[config.mk]
export PLATFORM = sky130hd
export DESIGN_NAME = rcu_xfer_sched_flat
export DESIGN_NICKNAME = d
export VERILOG_FILES = /design/src/rtl/rcu_pkg.sv /design/src/rtl/rcu_xfer_sched_if.sv /design/src/rtl/rcu_byte_counter.sv /design/src/rtl/rcu_xfer_sched.sv /design/src/flat_wrapper.sv
export SDC_FILE = /design/constraint.sdc
export NUM_CORES = 1
export LEC_CHECK = 0
export BUFFER_PORTS_ARGS = -buffer_cell sky130_fd_sc_hd__buf_4
export CAP_MARGIN = 20
export CORE_ASPECT_RATIO = 1.1
export CORE_MARGIN = 2
export CORE_UTILIZATION = 47
export CTS_CLUSTER_DIAMETER = 80
export DETAILED_ROUTE_END_ITERATION = 7
export HOLD_SLACK_MARGIN = 0.1
export PLACE_DENSITY = 0.76
export SYNTH_ARGS = -nofsm -noshare
export SYNTH_HDL_FRONTEND = slang
export SYNTH_SLANG_ARGS = --single-unit
[constraint.sdc]
create_clock -name clk -period 1.9 [get_ports clk]
set_input_delay 0.475 -clock clk [delete_from_list [all_inputs] [get_ports clk]]
set_output_delay 0.475 -clock clk [all_outputs]
set_load 0.05 [all_outputs]
[src/rtl/rcu_pkg.sv]
// Shared types and constants for the RCU byte-datapath sequencers.
package rcu_pkg;

  localparam int unsigned RCU_LANES    = 4;
  localparam logic [7:0]  RCU_EOT_BYTE = 8'hFF;

  typedef logic [1:0] lane_t;

  typedef enum logic [2:0] {
    IDLE,
    TX_LOAD,
    TX_BYTE,
    RX_PACK,
    RX_PUSH,
    DONE
  } xfer_state_t;

endpackage

[src/rtl/rcu_xfer_sched_if.sv]
// Control, word-side and byte-side signals of the transfer sequencer.
interface rcu_xfer_sched_if #(
  parameter int unsigned MAX_BYTES = 64
);
  localparam int unsigned CW = $clog2(MAX_BYTES + 1);

  logic          start;
  logic          hwrite;
  logic          abort;
  logic [31:0]   tx_word;
  logic          tx_word_valid;
  logic          tx_word_ready;
  logic [7:0]    byte_out;
  logic          byte_out_valid;
  logic          byte_out_ready;
  logic [7:0]    byte_in;
  logic          byte_in_valid;
  logic          byte_in_last;
  logic          byte_in_ready;
  logic [31:0]   rx_word;
  logic          rx_word_valid;
  logic          rx_word_ready;
  logic [2:0]    rx_word_bytes;
  logic          busy;
  logic          eot;
  logic          err;
  logic [CW-1:0] byte_count;

  modport master (
    output start, hwrite, abort, tx_word, tx_word_valid, byte_out_ready,
           byte_in, byte_in_valid, byte_in_last, rx_word_ready,
    input  tx_word_ready, byte_out, byte_out_valid, byte_in_ready,
           rx_word, rx_word_valid, rx_word_bytes, busy, eot, err, byte_count
  );

  modport slave (
    input  start, hwrite, abort, tx_word, tx_word_valid, byte_out_ready,
           byte_in, byte_in_valid, byte_in_last, rx_word_ready,
    output tx_word_ready, byte_out, byte_out_valid, byte_in_ready,
           rx_word, rx_word_valid, rx_word_bytes, busy, eot, err, byte_count
  );

endinterface

[src/rtl/rcu_byte_counter.sv]
// Per-transfer byte counter with limit detection, shared by RCU sequencers.
module rcu_byte_counter #(
  parameter  int unsigned MAX_BYTES = 64,
  localparam int unsigned CW        = $clog2(MAX_BYTES + 1)
) (
  input  logic          clk,
  input  logic          rst,
  input  logic          clr,
  input  logic          inc,
  output logic [CW-1:0] count,
  output logic          at_limit_c,
  output logic          hit_next_c
);

  // Count register: clear wins over increment
  always_ff @(posedge clk) begin
    if (rst) begin
      count <= '0;
    end else if (clr) begin
      count <= '0;
    end else if (inc) begin
      count <= count + CW'(1);
    end
  end

  // Limit already reached, and limit reached by the next increment
  assign at_limit_c = (count == CW'(MAX_BYTES));
  assign hit_next_c = (count == CW'(MAX_BYTES - 1));

endmodule

[src/rtl/rcu_xfer_sched.sv]
// Transfer sequencer: unpacks host words to bytes (TX), packs bytes to words (RX).
module rcu_xfer_sched
  import rcu_pkg::*;
#(
  parameter int unsigned MAX_BYTES = 64,
  parameter logic [7:0]  EOT_BYTE  = RCU_EOT_BYTE
) (
  input logic              clk,
  input logic              rst,
  rcu_xfer_sched_if.slave  bus
);

  localparam int unsigned CW = $clog2(MAX_BYTES + 1);

  xfer_state_t   state_q, state_d;
  lane_t         lane_q, lane_d;
  logic [31:0]   shift_q, shift_d;
  logic [31:0]   pack_q, pack_d;
  logic [2:0]    rxb_q, rxb_d;
  logic          err_q, err_d;
  logic          last_q, last_d;
  logic          busy_q, eot_q;
  logic          cnt_clr, cnt_inc;
  logic [CW-1:0] count;
  logic          at_limit_c, hit_next_c;
  logic          tw_rdy_c, bo_vld_c, bi_rdy_c, rw_vld_c;
  logic          tx_hs_c, bo_hs_c, bi_hs_c, rw_hs_c;

  rcu_byte_counter #(.MAX_BYTES(MAX_BYTES)) u_cnt (
    .clk        (clk),
    .rst        (rst),
    .clr        (cnt_clr),
    .inc        (cnt_inc),
    .count      (count),
    .at_limit_c (at_limit_c),
    .hit_next_c (hit_next_c)
  );

  // Ready/valid per state; abort masks them all in the same cycle
  assign tw_rdy_c = (state_q == TX_LOAD) && !bus.abort;
  assign bo_vld_c = (state_q == TX_BYTE) && !bus.abort;
  assign bi_rdy_c = (state_q == RX_PACK) && !bus.abort;
  assign rw_vld_c = (state_q == RX_PUSH) && !bus.abort;

  assign tx_hs_c = tw_rdy_c && bus.tx_word_valid;
  assign bo_hs_c = bo_vld_c && bus.byte_out_ready;
  assign bi_hs_c = bi_rdy_c && bus.byte_in_valid;
  assign rw_hs_c = rw_vld_c && bus.rx_word_ready;

  // Next-state, datapath and counter control
  always_comb begin
    state_d = state_q;
    lane_d  = lane_q;
    shift_d = shift_q;
    pack_d  = pack_q;
    rxb_d   = rxb_q;
    err_d   = err_q;
    last_d  = last_q;
    cnt_clr = 1'b0;
    cnt_inc = 1'b0;
    case (state_q)
      IDLE: begin
        if (bus.start && !bus.abort) begin
          cnt_clr = 1'b1;
          err_d   = 1'b0;
          lane_d  = '0;
          pack_d  = '0;
          last_d  = 1'b0;
          state_d = bus.hwrite ? TX_LOAD : RX_PACK;
        end
      end
      TX_LOAD: begin
        if (bus.abort) begin
          state_d = IDLE;
        end else if (tx_hs_c) begin
          shift_d = bus.tx_word;
          lane_d  = '0;
          state_d = TX_BYTE;
        end
      end
      TX_BYTE: begin
        if (bus.abort) begin
          state_d = IDLE;
        end else if (bo_hs_c) begin
          cnt_inc = 1'b1;
          if (shift_q[7:0] == EOT_BYTE) begin
            state_d = DONE;
          end else if (hit_next_c) begin
            err_d   = 1'b1;
            state_d = DONE;
          end else if (lane_q == lane_t'(RCU_LANES - 1)) begin
            state_d = TX_LOAD;
          end else begin
            shift_d = shift_q >> 8;
            lane_d  = lane_q + lane_t'(1);
          end
        end
      end
      RX_PACK: begin
        if (bus.abort) begin
          state_d = IDLE;
        end else if (bi_hs_c) begin
          cnt_inc = 1'b1;
          pack_d[{lane_q, 3'b000} +: 8] = bus.byte_in;
          last_d  = bus.byte_in_last;
          if (lane_q == lane_t'(RCU_LANES - 1) || bus.byte_in_last || hit_next_c) begin
            rxb_d   = 3'(lane_q) + 3'd1;
            state_d = RX_PUSH;
          end else begin
            lane_d = lane_q + lane_t'(1);
          end
        end
      end
      RX_PUSH: begin
        if (bus.abort) begin
          state_d = IDLE;
        end else if (rw_hs_c) begin
          if (last_q || at_limit_c) begin
            err_d   = !last_q;
            state_d = DONE;
          end else begin
            pack_d  = '0;
            lane_d  = '0;
            state_d = RX_PACK;
          end
        end
      end
      DONE: begin
        state_d = IDLE;
      end
      default: begin
        state_d = IDLE;
      end
    endcase
  end

  // State and registered outputs
  always_ff @(posedge clk) begin
    if (rst) begin
      state_q <= IDLE;
      lane_q  <= '0;
      shift_q <= '0;
      pack_q  <= '0;
      rxb_q   <= '0;
      err_q   <= 1'b0;
      last_q  <= 1'b0;
      busy_q  <= 1'b0;
      eot_q   <= 1'b0;
    end else begin
      state_q <= state_d;
      lane_q  <= lane_d;
      shift_q <= shift_d;
      pack_q  <= pack_d;
      rxb_q   <= rxb_d;
      err_q   <= err_d;
      last_q  <= last_d;
      busy_q  <= (state_d != IDLE);
      eot_q   <= (state_d == DONE);
    end
  end

  assign bus.tx_word_ready  = tw_rdy_c;
  assign bus.byte_out_valid = bo_vld_c;
  assign bus.byte_in_ready  = bi_rdy_c;
  assign bus.rx_word_valid  = rw_vld_c;
  assign bus.byte_out       = shift_q[7:0];
  assign bus.rx_word        = pack_q;
  assign bus.rx_word_bytes  = rxb_q;
  assign bus.busy           = busy_q;
  assign bus.eot            = eot_q;
  assign bus.err            = err_q;
  assign bus.byte_count     = count;

endmodule

[src/flat_wrapper.sv]
// flat-port wrapper written by rule: the top's interface ports become plain ports
module rcu_xfer_sched_flat import rcu_pkg::*;
#(
  parameter int unsigned MAX_BYTES = 64,
  parameter logic [7:0]  EOT_BYTE  = RCU_EOT_BYTE
)
  (clk, rst, bus_start, bus_hwrite, bus_abort, bus_tx_word, bus_tx_word_valid, bus_byte_out_ready, bus_byte_in, bus_byte_in_valid, bus_byte_in_last, bus_rx_word_ready, bus_tx_word_ready, bus_byte_out, bus_byte_out_valid, bus_byte_in_ready, bus_rx_word, bus_rx_word_valid, bus_rx_word_bytes, bus_busy, bus_eot, bus_err, bus_byte_count);
  rcu_xfer_sched_if #(.MAX_BYTES(MAX_BYTES)) bus_i ();
  input logic clk;
  input logic rst;
  input wire logic [$bits(bus_i.start)-1:0] bus_start;
  input wire logic [$bits(bus_i.hwrite)-1:0] bus_hwrite;
  input wire logic [$bits(bus_i.abort)-1:0] bus_abort;
  input wire logic [$bits(bus_i.tx_word)-1:0] bus_tx_word;
  input wire logic [$bits(bus_i.tx_word_valid)-1:0] bus_tx_word_valid;
  input wire logic [$bits(bus_i.byte_out_ready)-1:0] bus_byte_out_ready;
  input wire logic [$bits(bus_i.byte_in)-1:0] bus_byte_in;
  input wire logic [$bits(bus_i.byte_in_valid)-1:0] bus_byte_in_valid;
  input wire logic [$bits(bus_i.byte_in_last)-1:0] bus_byte_in_last;
  input wire logic [$bits(bus_i.rx_word_ready)-1:0] bus_rx_word_ready;
  output wire logic [$bits(bus_i.tx_word_ready)-1:0] bus_tx_word_ready;
  output wire logic [$bits(bus_i.byte_out)-1:0] bus_byte_out;
  output wire logic [$bits(bus_i.byte_out_valid)-1:0] bus_byte_out_valid;
  output wire logic [$bits(bus_i.byte_in_ready)-1:0] bus_byte_in_ready;
  output wire logic [$bits(bus_i.rx_word)-1:0] bus_rx_word;
  output wire logic [$bits(bus_i.rx_word_valid)-1:0] bus_rx_word_valid;
  output wire logic [$bits(bus_i.rx_word_bytes)-1:0] bus_rx_word_bytes;
  output wire logic [$bits(bus_i.busy)-1:0] bus_busy;
  output wire logic [$bits(bus_i.eot)-1:0] bus_eot;
  output wire logic [$bits(bus_i.err)-1:0] bus_err;
  output wire logic [$bits(bus_i.byte_count)-1:0] bus_byte_count;
  assign bus_i.start = bus_start;
  assign bus_i.hwrite = bus_hwrite;
  assign bus_i.abort = bus_abort;
  assign bus_i.tx_word = bus_tx_word;
  assign bus_i.tx_word_valid = bus_tx_word_valid;
  assign bus_i.byte_out_ready = bus_byte_out_ready;
  assign bus_i.byte_in = bus_byte_in;
  assign bus_i.byte_in_valid = bus_byte_in_valid;
  assign bus_i.byte_in_last = bus_byte_in_last;
  assign bus_i.rx_word_ready = bus_rx_word_ready;
  assign bus_tx_word_ready = bus_i.tx_word_ready;
  assign bus_byte_out = bus_i.byte_out;
  assign bus_byte_out_valid = bus_i.byte_out_valid;
  assign bus_byte_in_ready = bus_i.byte_in_ready;
  assign bus_rx_word = bus_i.rx_word;
  assign bus_rx_word_valid = bus_i.rx_word_valid;
  assign bus_rx_word_bytes = bus_i.rx_word_bytes;
  assign bus_busy = bus_i.busy;
  assign bus_eot = bus_i.eot;
  assign bus_err = bus_i.err;
  assign bus_byte_count = bus_i.byte_count;
  rcu_xfer_sched #(.MAX_BYTES(MAX_BYTES), .EOT_BYTE(EOT_BYTE)) u_core (.clk(clk), .rst(rst), .bus(bus_i));
endmodule
Word level (Yosys, flattened, before mapping)
Index checks and enable logic that the tools add are counted.
{"block": "op_classes", "add_sub_neg": 4, "n_eq_ne": 25, "shifts": 2, "muxes": 66, "bitwise": 1, "n_reduce_logical": 28}
{"cell": "$mux W32", "n": 13}
{"cell": "$pmux W32 S3", "n": 1}
{"cell": "$pmux W32 S2", "n": 1}
{"cell": "$mux W3", "n": 14}
{"cell": "$bwmux W32", "n": 1}
{"cell": "$shift A8 B7 Y32 const A", "n": 1}
{"cell": "$shiftx A8 B7 Y32", "n": 1}
{"cell": "$mux W2", "n": 15}
{"cell": "$ne A2 B2 Y1 const B", "n": 10}
{"cell": "$mux W1", "n": 16}
{"cell": "$pmux W3 S5", "n": 1}
{"cell": "$reduce_and A15 Y1", "n": 1}
{"cell": "$ne A2 B1 Y1 const B", "n": 6}
{"cell": "$pmux W2 S5", "n": 1}
{"cell": "$logic_and A1 B1 Y1", "n": 9}
{"cell": "$reduce_and A9 Y1", "n": 1}
{"cell": "$reduce_bool A3 Y1", "n": 3}
{"cell": "$eq A8 B8 Y1 const B", "n": 1}
{"cell": "$reduce_and A4 Y1", "n": 2}
{"cell": "$reduce_and A8 Y1", "n": 1}
{"cell": "$add A7 B1 Y7 const B", "n": 1}
{"cell": "$eq A7 B6 Y1 const B", "n": 1}
{"cell": "$eq A7 B7 Y1 const B", "n": 1}
{"cell": "$neg A5 Y7", "n": 1}
{"cell": "16 further kinds", "n": 23}
{"block": "word_totals", "ff_bits": 83, "input_bits": 50, "out_inout_bits": 57, "word_cells": 136}

Depth between registers and ports, before layout
{"block": "depth", "word_depth": 8, "depth_mapped": 9, "ltp_nobuf": 8}

Hierarchy
A second synthesis with hierarchy kept.
{"block": "unflattened", "hier_cells": 426, "hier_area_um2": 4186.5}
{"mod": "rcu_xfer_sched", "n_inst": 1, "cells_each": 387, "area_each_um2": 3836.2, "seq_area_each_um2": 1521.5}
{"mod": "rcu_byte_counter", "n_inst": 1, "cells_each": 39, "area_each_um2": 350.3, "seq_area_each_um2": 140.1}

Worst setup path before layout
OpenSTA, ideal clock, no wires.
{"block": "synth_timing", "path_type": "reg2out", "startpoint": "register u_core.state_q[2]", "endpoint": "output bus_byte_out_valid", "arrival_ps": 1750, "t_required_ps": 1425, "slack_ps": -325, "path_stages_with_launch": 4, "n_path_buf": 1, "path_cell_list": "dfxtp_1 buf_2 nand2b_1 nor3_1"}
{"block": "synth_via", "elab_chain_len": 2}
{"element": "from (decl)", "line": "rcu_xfer_sched.sv:15", "source": "xfer_state_t state_q, state_d;"}
{"element": "from (signal assigned)", "line": "rcu_xfer_sched.sv:150", "source": "state_q <= state_d;"}
{"element": "$eq A3 B2 Y1", "line": "rcu_xfer_sched.sv:41", "source": "assign bo_vld_c = (state_q == TX_BYTE) && !bus.abort;"}
{"element": "$logic_and A1 B1 Y1", "line": "rcu_xfer_sched.sv:41"}
{"element": "to (decl)", "line": "flat_wrapper.sv:23", "source": "output wire logic [$bits(bus_i.byte_out_valid)-1:0] bus_byte_out_valid;"}
Every way passes these cells.

Worst setup path after layout
{"block": "layout_timing", "startpoint": "register u_core.state_q[2]", "endpoint": "output bus_tx_word_ready"}
{"block": "layout_via", "elab_chain_len": 2}
{"element": "$eq A3 B1 Y1", "line": "rcu_xfer_sched.sv:40", "source": "assign tw_rdy_c = (state_q == TX_LOAD) && !bus.abort;"}
{"element": "$logic_and A1 B1 Y1", "line": "rcu_xfer_sched.sv:40"}
{"element": "to (decl)", "line": "flat_wrapper.sv:21", "source": "output wire logic [$bits(bus_i.tx_word_ready)-1:0] bus_tx_word_ready;"}
Every way passes these cells.

==> flow_summary.ini <==
[min_path]
hold_path_class = in -> reg

[cells_and_area]
final_cell_mix = buf_4, dfxtp_1, nor2_1
final_common_cell = buf_4
post-route-util_pct = 71.44
drive_gt1_share_pct = 46.79
nets = 660
design_area_mm2 = 0.005913
diodes = 0
syn2layout_area_growth_pct = 49.32

[detailed_routing]
wl_per_cell_um = 15.90
drt_iter0_markers = 157
drt_first_pass_iters = 4
ant_nets = 0
drc = 0
routed-via-count = 3927
routed_wl_mm = 11.42
via_per_inst = 5.469

[floorplanning]
row_count = 35
core_mm2 = 0.008277
die_x_um = 91.52
initial_core_util_pct = 47.85
die_y_um = 100.3
pin_count = 107
die-area_mm2 = 0.009177

[sta]
final-setup-viol-count = 9
rsz0062_at_grt = yes
setup_ws_ns = -0.04334
slew_viol_final = 0
hold_viol_final = 0
max_freq_ghz = 0.5146
worst_pin_slew_ns = 0.4496
maxSlewHeadroom_pct = 69.97
skew_ns = 0.01686
final.period_utilization_pct = 102.3
layout_min_cycle_time_ns = 1.943

[global_routing]
grt_max_degree = 48
antenna_found_initial = 0
grt_pass1_wl_mm = 18.00
track_usage_pct = 24.30
grt_overflow = 0
grt_pass1_vias = 3830

[setup_path]
worstPathRequired_ns = 1.42
worstPathArrival_ns = 1.47
start_kind = register
end_kind = primary output
path_class = reg -> out
critPathMaxFanout = 5

[pwr]
p_sw_mw = 0.9849
peakVddDrop_mv = 0.4376
p_comb_share_pct = 15.6
power_frac_seq_pct = 47.0
leakage_nw = 2.283
power.density_mw_per_mm2 = 648.3
p_int_mw = 2.848
power_mw = 3.833
p_clk_share_pct = 37.4
p_sw_share_pct = 25.69

[yosys]
ys_types = 57
yosysWarnings = 0
syn-instance-count = 455
syn_nets = 511
synth-main-ff-cell = dfxtp_1
syn_area_mm2 = 0.003960
synth_seq_cells = 83
ys_async_sr_fraction_pct = 0
synth_area_per_cell_um2 = 8.703
yosysSeqAreaShare_pct = 41.96
synth_edf_count = 0

[outcome]
violations = negative setup slack
status = finished, violations left

[flow_run]
max_cap_violations = 0

[clock_tree]
ctsHtreeMaxLevel = 3
holdBufCountCts = 0
clk-insertion-delay-late_ns = 0.36
cts_tree = built
clock_sinks = 83
numCtsBuffers = 9
clockRootBuffer = clkbuf_8
path_clk_slew_ns = 0.08
clockBufferDepth = 2

[place]
port_buffers = 106
placed_area_mm2 = 0.005082
hpwl_mm = 8.016
place.gp.congestion = 0.8942
==> worst max-delay path: stages, from the launching register on <==
cell and delay, ns:
dfxtp_4 0.37, buf_6 0.12, or2_4 0.24, buf_6 0.13
nor2_4 0.10, buf_8 0.15
==> flip-flops by register name, summed over array words and instances, names as in the netlist <==
signal / flops
u_core.last_q: 1
u_core.bus.busy: 1
u_core.bus.rx_word_bytes: 3
u_core.shift_q: 32
u_core.u_cnt.count: 7
u_core.bus.err: 1
u_core.state_q: 3
u_core.lane_q: 2
u_core.bus.eot: 1
u_core.bus.rx_word: 32
==> Yosys cell counts (all sizes together) (3+ instances only) <==
cell,n,area share [%]
dfxtp,83,42
nor2,62,6.1
a21oi,41,5.2
nand2,38,3.7
nand3,37,4.7
mux2i,27,6.8
a211oi,26,7.0
buf,23,3.8
o21ai,15,1.9
inv,12,1.1
clkbuf,10,0.95
a22oi,8,1.5
nand4,7,1.1
ha,6,1.9
nand2b,6,0.95
o21a,6,1.1
and3,4,0.63
nor2b,3,0.47
nor3,3,0.38
or3,3,0.47
xor2,3,0.66
==> power groups by stage <==
stage	Clock [mW]	Combinational [mW]	Sequential, mW
global placement	0	0.496	1.84
detailed placement	0	0.504	1.84
global route	1.52	0.641	1.81
finish	1.43	0.599	1.80
CTS	1.46	0.550	1.80
floorplan	0	0.301	1.84
==> what timing repair did <==
action,in CTS,in global routing
pin swaps,6,26
resized for setup,49,67
cloned,1,0
setup buffers,16,6
setup endpoints to repair,72,77
==> metrics by stage <==
step	setup slack [ns]	TNS [ns]	instances	hold WS (ns)
global placement	-0.07596	-1.457	682	0.4416
floorplan	0.003696	0	455	0.4769
CTS	-0.03685	-0.09565	712	0.3551
finish	-0.04334	-0.1821	718	0.3602
global route	-0.09910	-1.973	718	0.3707
detailed placement	-0.1098	-4.765	682	0.4496
==> path summary, 6_finish.rpt <==
check / to / start / depth (start not counted) / slack [ns]
max: bus_tx_word_ready / u_core.state_q[2]$_SDFF_PP0_ / 5 / -0.04
min: u_core.shift_q[27]$_SDFFE_PP0P_ / bus_tx_word[27] / 3 / 0.36
max reg2reg: u_core.bus.rx_word[5]$_SDFFE_PP0P_ / u_core.u_cnt.count[0]$_SDFFE_PP0P_ / 8 / -0.04
min reg2reg: u_core.bus.rx_word[31]$_SDFFE_PP0P_ / u_core.bus.rx_word[31]$_SDFFE_PP0P_ / 2 / 0.46
==> cells by family after synthesis <==
family                     synth area share (%)
xor gates and xnor gates                  1.106
DFF                                       41.96
and+or+nand+nor                           21.36
buffers and inverters                     5.845
muxes                                     6.825
AOI/OAI and AO/OA                         21.01
adders and majority gates                 1.896
==> final cells by class <==
cell class | instances | area, µm²
Clock inverter | 4 | 73.82
Clock buffer | 10 | 148.9
Tap cell | 111 | 138.9
Inverter | 12 | 56.30
Multi-Input combinational cell | 327 | 2412
Sequential cell | 83 | 1683
Timing Repair Buffer | 171 | 1400
Fill cell | 617 | 2364
==> layer usage <==
| layer | global-route usage [%] | vias up | share of wire (%) |
|---|---|---|---|
| li1 | - | 1914 | - |
| met1 | 30.29 | 1869 | 41 |
| met2 | 40.89 | 115 | 51 |
| met3 | 4.129 | 29 | 4.7 |
| met4 | 11.66 | 0 | 2.6 |
| met5 | 0 | - | 0 |
Power figures use the tool's default switching activity.
